`src/rtl/store_buffer_if.sv`:
```
// rtl/store_buffer_if.sv - memory write drain port of the store buffer
interface store_buffer_if #(
    parameter int ADDR_WIDTH = 15
) ();
    logic                  mem_wr_valid;
    logic                  mem_wr_ready;
    logic [ADDR_WIDTH-1:0] mem_wr_addr;
    logic [31:0]           mem_wr_data;
    logic [3:0]            mem_wr_be;

    modport master (
        output mem_wr_valid,
        output mem_wr_addr,
        output mem_wr_data,
        output mem_wr_be,
        input  mem_wr_ready
    );

    modport slave (
        input  mem_wr_valid,
        input  mem_wr_addr,
        input  mem_wr_data,
        input  mem_wr_be,
        output mem_wr_ready
    );
endinterface

```
`src/rtl/store_buffer.sv`:
```
// rtl/store_buffer.sv - in-order store buffer with speculative entries, load lookup and memory drain
module store_buffer #(
    parameter int         ADDR_WIDTH = 15,
    parameter int         DEPTH      = 4,
    parameter logic [6:0] SB         = 7'd16,
    parameter logic [6:0] SH         = 7'd17,
    parameter logic [6:0] SW         = 7'd18
) (
    input  logic                  clk,
    input  logic                  reset,
    input  logic [6:0]            decoded_opcode_MEM_next,
    input  logic [63:0]           op1_MEM_next,
    input  logic [63:0]           op2_MEM_next,
    input  logic [31:0]           imm_MEM_next,
    input  logic                  speculative,
    input  logic                  prediction_success,
    input  logic                  prediction_failed,
    input  logic                  search_store_buffer,
    input  logic [ADDR_WIDTH-1:0] computed_addr,
    output logic                  store_buffer_match,
    output logic                  sb_full,
    output logic                  sb_empty,
    store_buffer_if.master        mem_wr
);
    localparam int PTR_W = $clog2(DEPTH);
    localparam int CNT_W = PTR_W + 1;
    localparam int WA_W  = ADDR_WIDTH - 2;
    localparam logic [CNT_W-1:0] FULL_COUNT = CNT_W'(DEPTH);

    logic [DEPTH-1:0] ent_valid;
    logic [DEPTH-1:0] ent_spec;
    logic [WA_W-1:0]  ent_waddr [DEPTH];
    logic [3:0]       ent_be    [DEPTH];
    logic [31:0]      ent_data  [DEPTH];
    logic [PTR_W-1:0] head;
    logic [PTR_W-1:0] tail;
    logic [CNT_W-1:0] count;

    logic [63:0]           imm_ext;
    logic [63:0]           addr_sum;
    logic [ADDR_WIDTH-1:0] st_addr;
    logic                  is_store;
    logic [3:0]            st_be;
    logic [31:0]           st_data;
    logic [CNT_W-1:0]      spec_cnt;
    logic [CNT_W-1:0]      rollback;
    logic [PTR_W-1:0]      tail_base;
    logic                  drain_valid;
    logic                  pop;
    logic                  enq;
    logic                  unused_bits;

    assign imm_ext  = {{32{imm_MEM_next[31]}}, imm_MEM_next};
    assign addr_sum = op1_MEM_next + imm_ext;
    assign st_addr  = addr_sum[ADDR_WIDTH-1:0];
    assign is_store = (decoded_opcode_MEM_next == SB) ||
                      (decoded_opcode_MEM_next == SH) ||
                      (decoded_opcode_MEM_next == SW);

    assign unused_bits = ^{addr_sum[63:ADDR_WIDTH], op2_MEM_next[63:32], computed_addr[1:0]};

    // Data is placed in its byte lanes so the drain port writes the word as-is.
    always_comb begin
        st_be   = 4'b0000;
        st_data = 32'h0;
        if (decoded_opcode_MEM_next == SW) begin
            st_be   = 4'b1111;
            st_data = op2_MEM_next[31:0];
        end else if (decoded_opcode_MEM_next == SH) begin
            st_be   = st_addr[1] ? 4'b1100 : 4'b0011;
            st_data = st_addr[1] ? {op2_MEM_next[15:0], 16'h0} : {16'h0, op2_MEM_next[15:0]};
        end else if (decoded_opcode_MEM_next == SB) begin
            st_be   = 4'b0001 << st_addr[1:0];
            st_data = {24'h0, op2_MEM_next[7:0]} << {st_addr[1:0], 3'b000};
        end
    end

    always_comb begin
        spec_cnt = '0;
        for (int i = 0; i < DEPTH; i++) begin
            spec_cnt = spec_cnt + CNT_W'(ent_valid[i] & ent_spec[i]);
        end
    end

    always_comb begin
        store_buffer_match = 1'b0;
        for (int i = 0; i < DEPTH; i++) begin
            if (search_store_buffer && ent_valid[i] &&
                ent_waddr[i] == computed_addr[ADDR_WIDTH-1:2]) begin
                store_buffer_match = 1'b1;
            end
        end
    end

    assign drain_valid         = ent_valid[head] & ~ent_spec[head];
    assign pop                 = drain_valid & mem_wr.mem_wr_ready;
    assign mem_wr.mem_wr_valid = drain_valid;
    assign mem_wr.mem_wr_addr  = drain_valid ? {ent_waddr[head], 2'b00} : '0;
    assign mem_wr.mem_wr_data  = drain_valid ? ent_data[head] : 32'h0;
    assign mem_wr.mem_wr_be    = drain_valid ? ent_be[head] : 4'b0000;

    // Speculative entries always sit contiguously at the tail, so a squash is a tail rewind.
    assign rollback  = prediction_failed ? spec_cnt : '0;
    assign tail_base = tail - rollback[PTR_W-1:0];
    assign enq       = is_store && (count < FULL_COUNT) && !(speculative && prediction_failed);

    assign sb_full  = (count == FULL_COUNT);
    assign sb_empty = (count == '0);

    always_ff @(posedge clk) begin
        if (reset) begin
            ent_valid <= '0;
            ent_spec  <= '0;
            head      <= '0;
            tail      <= '0;
            count     <= '0;
        end else begin
            for (int i = 0; i < DEPTH; i++) begin
                if (prediction_failed && ent_spec[i]) begin
                    ent_valid[i] <= 1'b0;
                    ent_spec[i]  <= 1'b0;
                end else if (prediction_success) begin
                    ent_spec[i] <= 1'b0;
                end
            end
            if (pop) begin
                ent_valid[head] <= 1'b0;
                head            <= head + PTR_W'(1);
            end
            if (enq) begin
                ent_valid[tail_base] <= 1'b1;
                ent_spec[tail_base]  <= speculative & ~prediction_success;
                ent_waddr[tail_base] <= st_addr[ADDR_WIDTH-1:2];
                ent_be[tail_base]    <= st_be;
                ent_data[tail_base]  <= st_data;
            end
            tail  <= tail_base + PTR_W'(enq);
            count <= count - rollback - CNT_W'(pop) + CNT_W'(enq);
        end
    end
endmodule

```
`src/flat_wrapper.sv`:
```
// flat-port wrapper written by rule: the top's interface ports become plain ports
module store_buffer_flat 
#(
    parameter int         ADDR_WIDTH = 15,
    parameter int         DEPTH      = 4,
    parameter logic [6:0] SB         = 7'd16,
    parameter logic [6:0] SH         = 7'd17,
    parameter logic [6:0] SW         = 7'd18
)
  (clk, reset, decoded_opcode_MEM_next, op1_MEM_next, op2_MEM_next, imm_MEM_next, speculative, prediction_success, prediction_failed, search_store_buffer, computed_addr, store_buffer_match, sb_full, sb_empty, mem_wr_mem_wr_valid, mem_wr_mem_wr_addr, mem_wr_mem_wr_data, mem_wr_mem_wr_be, mem_wr_mem_wr_ready);
  store_buffer_if #(.ADDR_WIDTH(ADDR_WIDTH)) mem_wr_i ();
  input  logic clk;
  input  logic reset;
  input  logic [6:0] decoded_opcode_MEM_next;
  input  logic [63:0] op1_MEM_next;
  input  logic [63:0] op2_MEM_next;
  input  logic [31:0] imm_MEM_next;
  input  logic speculative;
  input  logic prediction_success;
  input  logic prediction_failed;
  input  logic search_store_buffer;
  input  logic [ADDR_WIDTH-1:0] computed_addr;
  output logic store_buffer_match;
  output logic sb_full;
  output logic sb_empty;
  output wire logic [$bits(mem_wr_i.mem_wr_valid)-1:0] mem_wr_mem_wr_valid;
  output wire logic [$bits(mem_wr_i.mem_wr_addr)-1:0] mem_wr_mem_wr_addr;
  output wire logic [$bits(mem_wr_i.mem_wr_data)-1:0] mem_wr_mem_wr_data;
  output wire logic [$bits(mem_wr_i.mem_wr_be)-1:0] mem_wr_mem_wr_be;
  input wire logic [$bits(mem_wr_i.mem_wr_ready)-1:0] mem_wr_mem_wr_ready;
  assign mem_wr_mem_wr_valid = mem_wr_i.mem_wr_valid;
  assign mem_wr_mem_wr_addr = mem_wr_i.mem_wr_addr;
  assign mem_wr_mem_wr_data = mem_wr_i.mem_wr_data;
  assign mem_wr_mem_wr_be = mem_wr_i.mem_wr_be;
  assign mem_wr_i.mem_wr_ready = mem_wr_mem_wr_ready;
  store_buffer #(.ADDR_WIDTH(ADDR_WIDTH), .DEPTH(DEPTH), .SB(SB), .SH(SH), .SW(SW)) u_core (.clk(clk), .reset(reset), .decoded_opcode_MEM_next(decoded_opcode_MEM_next), .op1_MEM_next(op1_MEM_next), .op2_MEM_next(op2_MEM_next), .imm_MEM_next(imm_MEM_next), .speculative(speculative), .prediction_success(prediction_success), .prediction_failed(prediction_failed), .search_store_buffer(search_store_buffer), .computed_addr(computed_addr), .store_buffer_match(store_buffer_match), .sb_full(sb_full), .sb_empty(sb_empty), .mem_wr(mem_wr_i));
endmodule
```
`config.mk`:
```
export PLATFORM = sky130hd
export DESIGN_NAME = store_buffer_flat
export DESIGN_NICKNAME = d
export VERILOG_FILES = /design/src/rtl/store_buffer_if.sv /design/src/rtl/store_buffer.sv /design/src/flat_wrapper.sv
export SDC_FILE = /design/constraint.sdc
export NUM_CORES = 1
export LEC_CHECK = 0
export ABC_AREA = 1
export CAP_MARGIN = 40
export CORE_MARGIN = 4
export CORE_UTILIZATION = 30
export DETAILED_ROUTE_END_ITERATION = 6
export GPL_ROUTABILITY_DRIVEN = 0
export PLACE_DENSITY = 0.61
export SLEW_MARGIN = 20
export SYNTH_ARGS = -nofsm -noshare
export SYNTH_HDL_FRONTEND = slang
export SYNTH_SLANG_ARGS = --single-unit
export TNS_END_PERCENT = 50
```
`constraint.sdc`:
```
create_clock -name clk -period 10.5 [get_ports clk]
set_input_delay 2.1 -clock clk [delete_from_list [all_inputs] [get_ports clk]]
set_output_delay 2.1 -clock clk [all_outputs]
set_load 0.02 [all_outputs]
```
== Yosys cells after proc, flatten, opt, wreduce, memory -nomap -nowiden ==
Memories as Yosys holds them, arrays and structs flattened. A register that Yosys moved wholly into a read port is not among the register bits.
Cells that the tools add are included.

* Memory bits (read-only): 0
* Bits in registers: 15
* Latch bits: 0
* Memories kept: 3
* Input bits: 189
* Bits in writable memories: 196

* $mul: 0
* Div/mod/pow operators: 0
* $add $sub $neg: 10
* Equal/unequal tests: 8
* Shifts and indexed selects: 2
* Order comparisons: 5
* Bitwise logic cells: 12
* Multiplexer cells: 58
* Reductions and logical operators: 21

{| class="wikitable"
|+ Memories
! memory !! depth !! bits a word !! read ports !! clocked after Yosys merged registers in !! wr ports !! RTL line !! text
|-
| u_core.ent_data || 4 || 32 || 1 || 1 || 1 || store_buffer.sv:34 || <nowiki>logic [31:0] ent_data [DEPTH];</nowiki>
|-
| u_core.ent_waddr || 4 || 13 || 5 || 1 || 1 || store_buffer.sv:32 || <nowiki>logic [WA_W-1:0] ent_waddr [DEPTH];</nowiki>
|-
| u_core.ent_be || 4 || 4 || 1 || 1 || 1 || store_buffer.sv:33 || <nowiki>logic [3:0] ent_be [DEPTH];</nowiki>
|}

{| class="wikitable"
|+ Operators with widths
! cell !! count
|-
| 32-bit 2-to-1 mux || 5
|-
| 13-bit == test || 4
|-
| 4-bit 2-to-1 mux || 9
|-
| 8-bit by 5-bit left shift with 32-bit output || 1
|-
| 1-bit 2-to-1 mux || 31
|-
| 7-bit by 5-bit == test with 1-bit output (second input constant) || 3
|-
| 1-bit logical AND || 17
|-
| 15-bit adder || 1
|-
| 15-bit 2-to-1 mux || 1
|-
| 2-bit 2-to-1 mux || 6
|-
| 3-bit adder || 3
|-
| 1-bit AND || 7
|-
| 2-bit by 3-bit < comparator with 1-bit output (second input constant) || 2
|-
| 4-bit AND || 1
|-
| 1-bit binary-select mux with 2-bit select || 2
|-
| 4-bit bitwise mux || 1
|-
| 1-bit demux with 2-bit select || 2
|-
| 2-bit by 1-bit >= comparator with 1-bit output (second input constant) || 2
|-
| 4-bit inverter || 1
|-
| 4-bit bitwise OR || 1
|-
| 1-bit by 2-bit left shift with 4-bit output (first input constant) || 1
|-
| 3-bit by 1-bit adder with 3-bit output || 1
|-
| 3-bit == test (second input constant) || 1
|-
| 3-bit zero test || 1
|-
| 10 further kinds || 12
|}

== Logic depth before layout (Yosys ltp) ==
Gate-level depths: netlist of the first run.

* Depth in word-level cells: 12
* Depth in mapped cells: 16

== Worst setup path before layout of the first run ==
Ideal clock, no wire load.

* Kind: input port to flip-flop
* Start point: input port prediction_failed
* End point: memory u_core.ent_be[0][0], enable pin
* Arrival: 5017 ps
* Cell stages on the path: 9
* Slack: 5028 ps
* Path through: buf_6 -> nand2_1 -> inv_1 -> ha_1 -> nand2_1 -> nand2_1 -> nand2_2 -> nand3_1 -> nor2_1

* Cells in the longest elaborated chain, start to end: 6

{| class="wikitable"
|+ RTL lines
! item !! RTL line !! text
|-
| start, declared || flat_wrapper.sv:20 || <nowiki>input logic prediction_failed;</nowiki>
|-
| 1-bit logical AND || store_buffer.sv:105 || <nowiki>assign enq = is_store && (count < FULL_COUNT) && !(speculative && prediction_failed);</nowiki>
|-
| 1-bit zero test || store_buffer.sv:105 ||
|-
| 1-bit logical AND || store_buffer.sv:105 ||
|-
| 1-bit 2-to-1 mux || store_buffer.sv:130 || <nowiki>if (enq) begin</nowiki>
|-
| 1-bit 2-to-1 mux || store_buffer.sv:111 || <nowiki>if (reset) begin</nowiki>
|-
| 1-bit 2-to-1 mux (not written as such) || store_buffer.sv:134 || <nowiki>ent_be[tail_base] <= st_be;</nowiki>
|-
| end, declared || store_buffer.sv:33 ||
|}

Parallel ways exist; a longest one is shown, timed or not.

== Final worst setup path of the first run ==
* Start point: input port computed_addr[5]
* End point: output port store_buffer_match

* Cells in the longest elaborated chain, start to end: 6

{| class="wikitable"
|+ RTL lines
! item !! RTL line !! text
|-
| start, declared || flat_wrapper.sv:22 || <nowiki>input logic [ADDR_WIDTH-1:0] computed_addr;</nowiki>
|-
| 13-bit == test || store_buffer.sv:89 || <nowiki>ent_waddr[i] == computed_addr[ADDR_WIDTH-1:2]) begin</nowiki>
|-
| 1-bit logical AND || store_buffer.sv:88 || <nowiki>if (search_store_buffer && ent_valid[i] &&</nowiki>
|-
| 1-bit 2-to-1 mux (3 in series) || store_buffer.sv:88 ||
|-
| 1-bit 2-to-1 mux * || store_buffer.sv:88 ||
|-
| end, declared || flat_wrapper.sv:23 || <nowiki>output logic store_buffer_match;</nowiki>
|}

Every way passes the cells marked *; elsewhere a longest branch is shown, timed or not.

==> results.toml, run 1 <==
[synth]
synth_cell_types = 39
post_synth.cell_area_avg_sq_um = 9.29
yosysSeqAreaShare = 0.570
warning_count_from_the_yosys_run = 0
post_synthesis_register_bit_count = 213
synthesis.instances = 1177
area_of_the_mapped_netlist_sq_mm = 0.0109
asyncSetResetFlopFracSynth = 0
synth_enable_flop_cells = 196
ys.flop_type = "sky130_fd_sc_hd__edfxtp_1"

[finish]
stdcell_count = 1785
drive_above_1_share = 0.0620
layout_common_cells = "sky130_fd_sc_hd__nor2_1 (208), sky130_fd_sc_hd__nand2_1 (197), sky130_fd_sc_hd__edfxtp_1 (196)"
num-fill-cells = 3558
design.final.nets = 1524
final_common_cell = "sky130_fd_sc_hd__nor2_1"
area_growth_pct = 23.5

[worst_setup_path]
path_common_cell = "sky130_fd_sc_hd__nand2_1"
critical_path_required_ns = 8.40
timing.setup.critical_path_class = "input port to primary output"
critical_path_arrival_ns = 4.10
worst_path_max_delay_cell = "sky130_fd_sc_hd__clkdlybuf4s50_1"
timing.critical_path.fanout_max = 6
critical_path_buf_inv_count = 4
cp-end-kind = "primary output"
ff2ff_setup_slack_ns = 6.99
worstSetupStartpoint = "computed_addr[5]"
largest_delay_contributor_family_on_the_critical_path = "buffers and inverters"
timing.rr.end = "u_core.ent_data[1][29]$_DFFE_PP_"
worstReg2RegStart = "u_core.ent_valid[0]$_SDFF_PP0_"
critical_path.cell_chain = "clkdlybuf4s50_1, inv_1, nand2_1, o21ai_0, nor2_1, nand2_1, nor2_1, nand2_1, nand2_1, inv_1, nand2_1, clkdlybuf4s50_1"
critPathMaxStageDelay_ns = 0.64
crit_path_start_kind = "input port"
worstRegToRegCells = 11

[global_routing]
grt_util_all_layers = 0.153
grt_pass1_wl_um = 47400
pin_count_of_the_biggest_net_entering_global_routing = 73
number_of_antenna_violations_at_the_first_check_in_global_routing = 1
first_global_vias = 8507
grt-ovfl-total = 0

[floorplanning]
die_area_sq_mm = 0.0395
initial_utilization = 0.306
die_height_um = 199
num_rows = 69
floorplan.io_pins = 244
die_w_um = 199
coreArea_sq_mm = 0.0357

[pwr]
irDropWorstVdd_mv = 0.115
leakagePower_uw = 0.00497
pwr_density_cell_mw_per_mm2 = 137

[timing]
timing.final.max_slew_violations = 0
finalSetupViolCount = 0
final-hold-violation-count = 0
fmaxAchievable_mhz = 161
final_worst_path_period_need_ns = 6.20
tightest_slew_ns = 0.831
slew_headroom = 0.446
final.period_utilization = 0.590
fin_worst_skew_ns = 0.0137
grt_setup_unrepaired = "no"
fin_tns_setup_ns = 0

[clock_network]
holdBufCountCts = 0
clock-sinks = 213
cts_inserted_buffers = 23
path_clk_slew_ns = 0.06
tritoncts = "done"
clockBufferDepth = 3
post_cts.repair.setup_buffers = 0
worst_skew_late_latency_ns = 0.51
cts.root.buffer_cell = "sky130_fd_sc_hd__clkbuf_16"
ctsHtreeMaxLevel = 1
post_cts.resized_instances = 0

[hold_path]
timing.hold.worst.start = "u_core.ent_valid[3]$_SDFF_PP0_"
hold-path-cell-count = 2
hold-path-endpoint = "u_core.ent_valid[3]$_SDFF_PP0_"
min_path_type = "flip-flop to flip-flop"

[routing]
wire_length_reported_by_the_detailed_router_um = 31600
routed_via_density = 4.91
via_count = 8762
route.antenna.remaining_nets = 0
drc = 0
first_iter_violations = 774
drt_pass1_iterations = 5
average_routed_wire_per_standard_cell_um = 17.7

[run]
cap_viol_max_count = 0

[outcome]
outcome = "finished clean"

[place]
detailed_place_hpwl_um = 21100
portBuffers = 141
placed_instances = 1742
## power breakdown
group	internal [uW]	leakage [uW]	total, uW	switching, uW
sequential	929	0.00181	930	1.15
combinational	66.4	0.00282	173	107
clock	430	0.000339	745	315
total	1430	0.00497	1850	423
## worst max path at each step
stage	to	cells past startpoint
2_1_floorplan	u_core.ent_be[0][0]$_DFFE_PP_	9
3_3_place_gp	store_buffer_match	12
3_5_place_dp	store_buffer_match	12
4_1_cts	store_buffer_match	12
5_1_grt	store_buffer_match	12
6_report	store_buffer_match	12
## cell usage after synthesis (all sizes together), types with 10 or more instances
master  instances  share of area
xor2           10         0.0080
dfxtp          17          0.031
nand4          19          0.012
inv           103          0.036
buf            30          0.017
nand3          61          0.032
o21ai         148          0.068
nand2         205          0.074
nor2          213          0.077
edfxtp        196           0.54
clkbuf         18         0.0064
ha             24          0.027
a21oi         102          0.047
## kinds of logic (layout without fill, tap and decap cells)
logic type | count (synthesis) | after routing | share of synthesized area
and+or+nand+nor | 510 | 510 | 0.202
AOI/OAI and AO/OA | 258 | 258 | 0.121
DFF | 213 | 213 | 0.570
buffers and inverters | 151 | 296 | 0.0593
adders and majority gates | 28 | 28 | 0.0348
xor gates and xnor gates | 16 | 16 | 0.0128
other | 1 | 3 | 0.000343
## metrics by stage
stage / power (uW) / setup slack [ns] / hold slack [ns] / cell area (sq um) / util
2_1_floorplan: 1040 / 5.03 / 0.469 / 10900 / -
3_3_place_gp: 1120 / 4.29 / 0.532 / 12800 / 0.357
3_5_place_dp: 1120 / 4.29 / 0.537 / 12800 / 0.358
4_1_cts: 1860 / 4.29 / 0.547 / 13500 / 0.377
5_1_grt: 1920 / 4.09 / 0.577 / 13500 / 0.378
6_report: 1850 / 4.30 / 0.566 / 13500 / 0.378
## registers in the layout, summed over array words and instances (netlist names), named ones only
signal	flops
u_core.ent_data	128
u_core.count	3
u_core.tail	2
u_core.ent_be	16
u_core.ent_valid	4
u_core.head	2
u_core.ent_spec	4
u_core.ent_waddr	52
## per-layer routing
metal  vias to the layer above  part of all wire  global-route usage
li1                       4272                 -                   -
met1                      4147              0.42               0.201
met2                       285              0.48               0.261
met3                        58             0.064              0.0241
met4                         0             0.028              0.0496
met5                         -                 0                   0
## layout make-up
cell class / instances / area [sq um] / area share
Timing Repair Buffer: 152 / 1520 / 0.113
Inverter: 103 / 389 / 0.0288
Antenna cell: 1 / 2.50 / 0.000185
Clock buffer: 31 / 606 / 0.0449
Multi-Input combinational cell: 814 / 4090 / 0.303
Clock inverter: 10 / 80.1 / 0.00593
Sequential cell: 213 / 6230 / 0.462
Tap cell: 461 / 577 / 0.0427
## worst register-to-register path, cell delays in order (launching register included)
cell	delay [ns]
sky130_fd_sc_hd__dfxtp_1	0.43
sky130_fd_sc_hd__nand2_1	0.12
sky130_fd_sc_hd__fa_1	0.55
sky130_fd_sc_hd__inv_1	0.04
sky130_fd_sc_hd__ha_1	0.26
sky130_fd_sc_hd__nand2_1	0.10
sky130_fd_sc_hd__inv_1	0.06
sky130_fd_sc_hd__ha_1	0.33
sky130_fd_sc_hd__inv_1	0.20
sky130_fd_sc_hd__nand3_1	0.22
sky130_fd_sc_hd__nor2_4	0.14
sky130_fd_sc_hd__buf_4	0.64
(Power assumes the default switching activity.)
==> inputs of run 2 (changes only) <==
Clock period 10.5 ns to 6.35 ns, I/O delays scaled along.
==> run 2 against run 1 <==
  * Clock power increased by 68%
  * Non-clock buffer count stayed put
  * Sequential share of layout area up 0.056 points
  * Worst setup slack worse by 2.5 ns
  * Critical path depth is the same
  * Routed wire length grew 0.64%
  * Sequential cell count stayed put
  * Core utilization hardly changed
  * Sequential power is 66% higher
  * Via count down 1.1%
  * Clock skew decreased by 0.0075 ns
  * Critical path type unchanged
  * Highest routed layer is now met5
==> results.toml, run 2 (synthesis results as in run 1) <==
[outcome]
outcome = "finished clean"

[clock_network]
path_clk_slew_ns = 0.06
clock-sinks = 213
cts.root.buffer_cell = "sky130_fd_sc_hd__clkbuf_16"
clockBufferDepth = 3
tritoncts = "done"
worst_skew_late_latency_ns = 0.51
holdBufCountCts = 0
cts_inserted_buffers = 23
ctsHtreeMaxLevel = 1
post_cts.repair.setup_buffers = 0
post_cts.resized_instances = 0

[floorplanning]
floorplan.io_pins = 244
coreArea_sq_mm = 0.0357
die_area_sq_mm = 0.0395
num_rows = 69
die_w_um = 199
die_height_um = 199
initial_utilization = 0.306

[routing]
routed-wl-met3_um = 1880
topRoutingLayerUsed = "met5"
first_iter_violations = 664
via_count = 8662
drt_pass1_iterations = 6
met2RoutedLength_um = 15300
average_routed_wire_per_standard_cell_um = 17.8
routed_via_density = 4.86
wire_length_reported_by_the_detailed_router_um = 31800
route.antenna.remaining_nets = 0
drc = 0
m1WireLength_um = 13800

[place]
detailed_place_hpwl_um = 21500
placement.setup.worst_slack_ns = 1.79
placement.cell_area_sq_mm = 0.0128
portBuffers = 141

[timing]
fin_tns_setup_ns = 0
grt_setup_unrepaired = "no"
timing.final.max_slew_violations = 0
fmaxAchievable_mhz = 220
fin_worst_skew_ns = 0.00618
tightest_slew_ns = 0.829
final-hold-violation-count = 0
slew_headroom = 0.448
setup_ws_ns = 1.81
final.period_utilization = 0.716
final_worst_path_period_need_ns = 4.54
finalSetupViolCount = 0

[global_routing]
number_of_antenna_violations_at_the_first_check_in_global_routing = 1
grt_util_all_layers = 0.157
grt_pass1_wl_um = 48300
pin_count_of_the_biggest_net_entering_global_routing = 73
grt-ovfl-total = 0
first_global_vias = 8508

[finish]
design.final.nets = 1524
final_common_cell = "sky130_fd_sc_hd__nor2_1"
antenna_cells = 0
num-fill-cells = 3544
layout_common_cells = "sky130_fd_sc_hd__nor2_1 (208), sky130_fd_sc_hd__nand2_1 (197), sky130_fd_sc_hd__edfxtp_1 (196)"
reg_top3 = "u_core.ent_data x128, u_core.ent_waddr x52, u_core.ent_be x16"
largest_register_ffs = 128
area_growth_pct = 23.3
drive_above_1_share = 0.0590
largest_register = "u_core.ent_data"
final_design_area_no_fill_sq_mm = 0.0135

[run]
cap_viol_max_count = 0

[worst_setup_path]
critical_path_arrival_ns = 3.27
timing.setup.critical_path_class = "input port to primary output"
critical_path_required_ns = 5.08
timing.critical_path.fanout_max = 7
cp-end-kind = "primary output"
crit_path_start_kind = "input port"

[pwr]
intPower_uw = 2360
seq_power_share = 0.501
power.clock.fraction = 0.407
leakagePower_uw = 0.00496
pwr_density_cell_mw_per_mm2 = 228
power.switching_uw = 709
switching_share = 0.231
irDropWorstVdd_mv = 0.163
share_comb_of_total_power = 0.092

[hold_path]
min_path_type = "flip-flop to flip-flop"
## run 2: changes by cell type in the layout (fill, tap and decap cells not counted), sizes merged
cell / before / now
clkinvlp: 0 / 1
diode: 1 / 0
inv: 105 / 103
clkbuf: 31 / 32
## run 2: worst paths after layout
kind | startpoint | end | slack (ns) | depth (start not counted)
setup reg to reg | u_core.ent_valid[0]$_SDFF_PP0_ | u_core.ent_data[3][24]$_DFFE_PP_ | 2.62 | 15
setup / recovery | computed_addr[9] | store_buffer_match | 1.81 | 12
hold / removal | u_core.ent_valid[3]$_SDFF_PP0_ | u_core.ent_valid[3]$_SDFF_PP0_ | 0.55 | 2
hold reg to reg | u_core.ent_valid[3]$_SDFF_PP0_ | u_core.ent_valid[3]$_SDFF_PP0_ | 0.55 | 2
## run 2: power by group through the flow
stage               clock network (uW)  logic (uW)  registers (uW)
floorplan                            0         153            1570
global placement                     0         277            1570
detailed placement                   0         283            1570
CTS                               1280         284            1540
global route                      1340         312            1540
finish                            1250         283            1540
## run 2: critical path, stage by stage
cell	delay, ns
sky130_fd_sc_hd__clkdlybuf4s50_1	0.63
sky130_fd_sc_hd__inv_1	0.09
sky130_fd_sc_hd__nand2_1	0.06
sky130_fd_sc_hd__nand2_1	0.07
sky130_fd_sc_hd__nor2_1	0.11
sky130_fd_sc_hd__nand2_1	0.07
sky130_fd_sc_hd__nor2_1	0.12
sky130_fd_sc_hd__nand2_1	0.06
sky130_fd_sc_hd__nand2_1	0.08
sky130_fd_sc_hd__inv_1	0.04
sky130_fd_sc_hd__nand2_1	0.06
sky130_fd_sc_hd__clkdlybuf4s50_1	0.61
## run 2: area by class of cell
cell class	instances	area, sq um	share of cell area
flip-flops and latches	213	6230	0.462
clock inverters	9	68.8	0.00511
well taps	461	577	0.0428
clock buffers	32	619	0.0460
multi-input cells	814	4090	0.303
inverters	103	390	0.0290
repair buffers	152	1510	0.112
## run 2: metal layers
| metal | vias to the layer above | GRT usage |
|---|---|---|
| met5 | - | 0 |
| met4 | 2 | 0.0423 |
| met3 | 46 | 0.0266 |
| met2 | 235 | 0.268 |
| met1 | 4111 | 0.206 |
| li1 | 4268 | - |
## run 2: per-stage QoR
stage | total power (uW) | hold slack (ns) | utilization | std cells
final | 3070 | 0.552 | 0.377 | 1784
after global routing | 3190 | 0.587 | 0.377 | 1784
after CTS | 3100 | 0.548 | 0.377 | 1784
after detailed placement | 1850 | 0.539 | 0.358 | 1743
after global placement | 1850 | 0.531 | 0.357 | 1741
after floorplan | 1720 | 0.469 | - | 1178
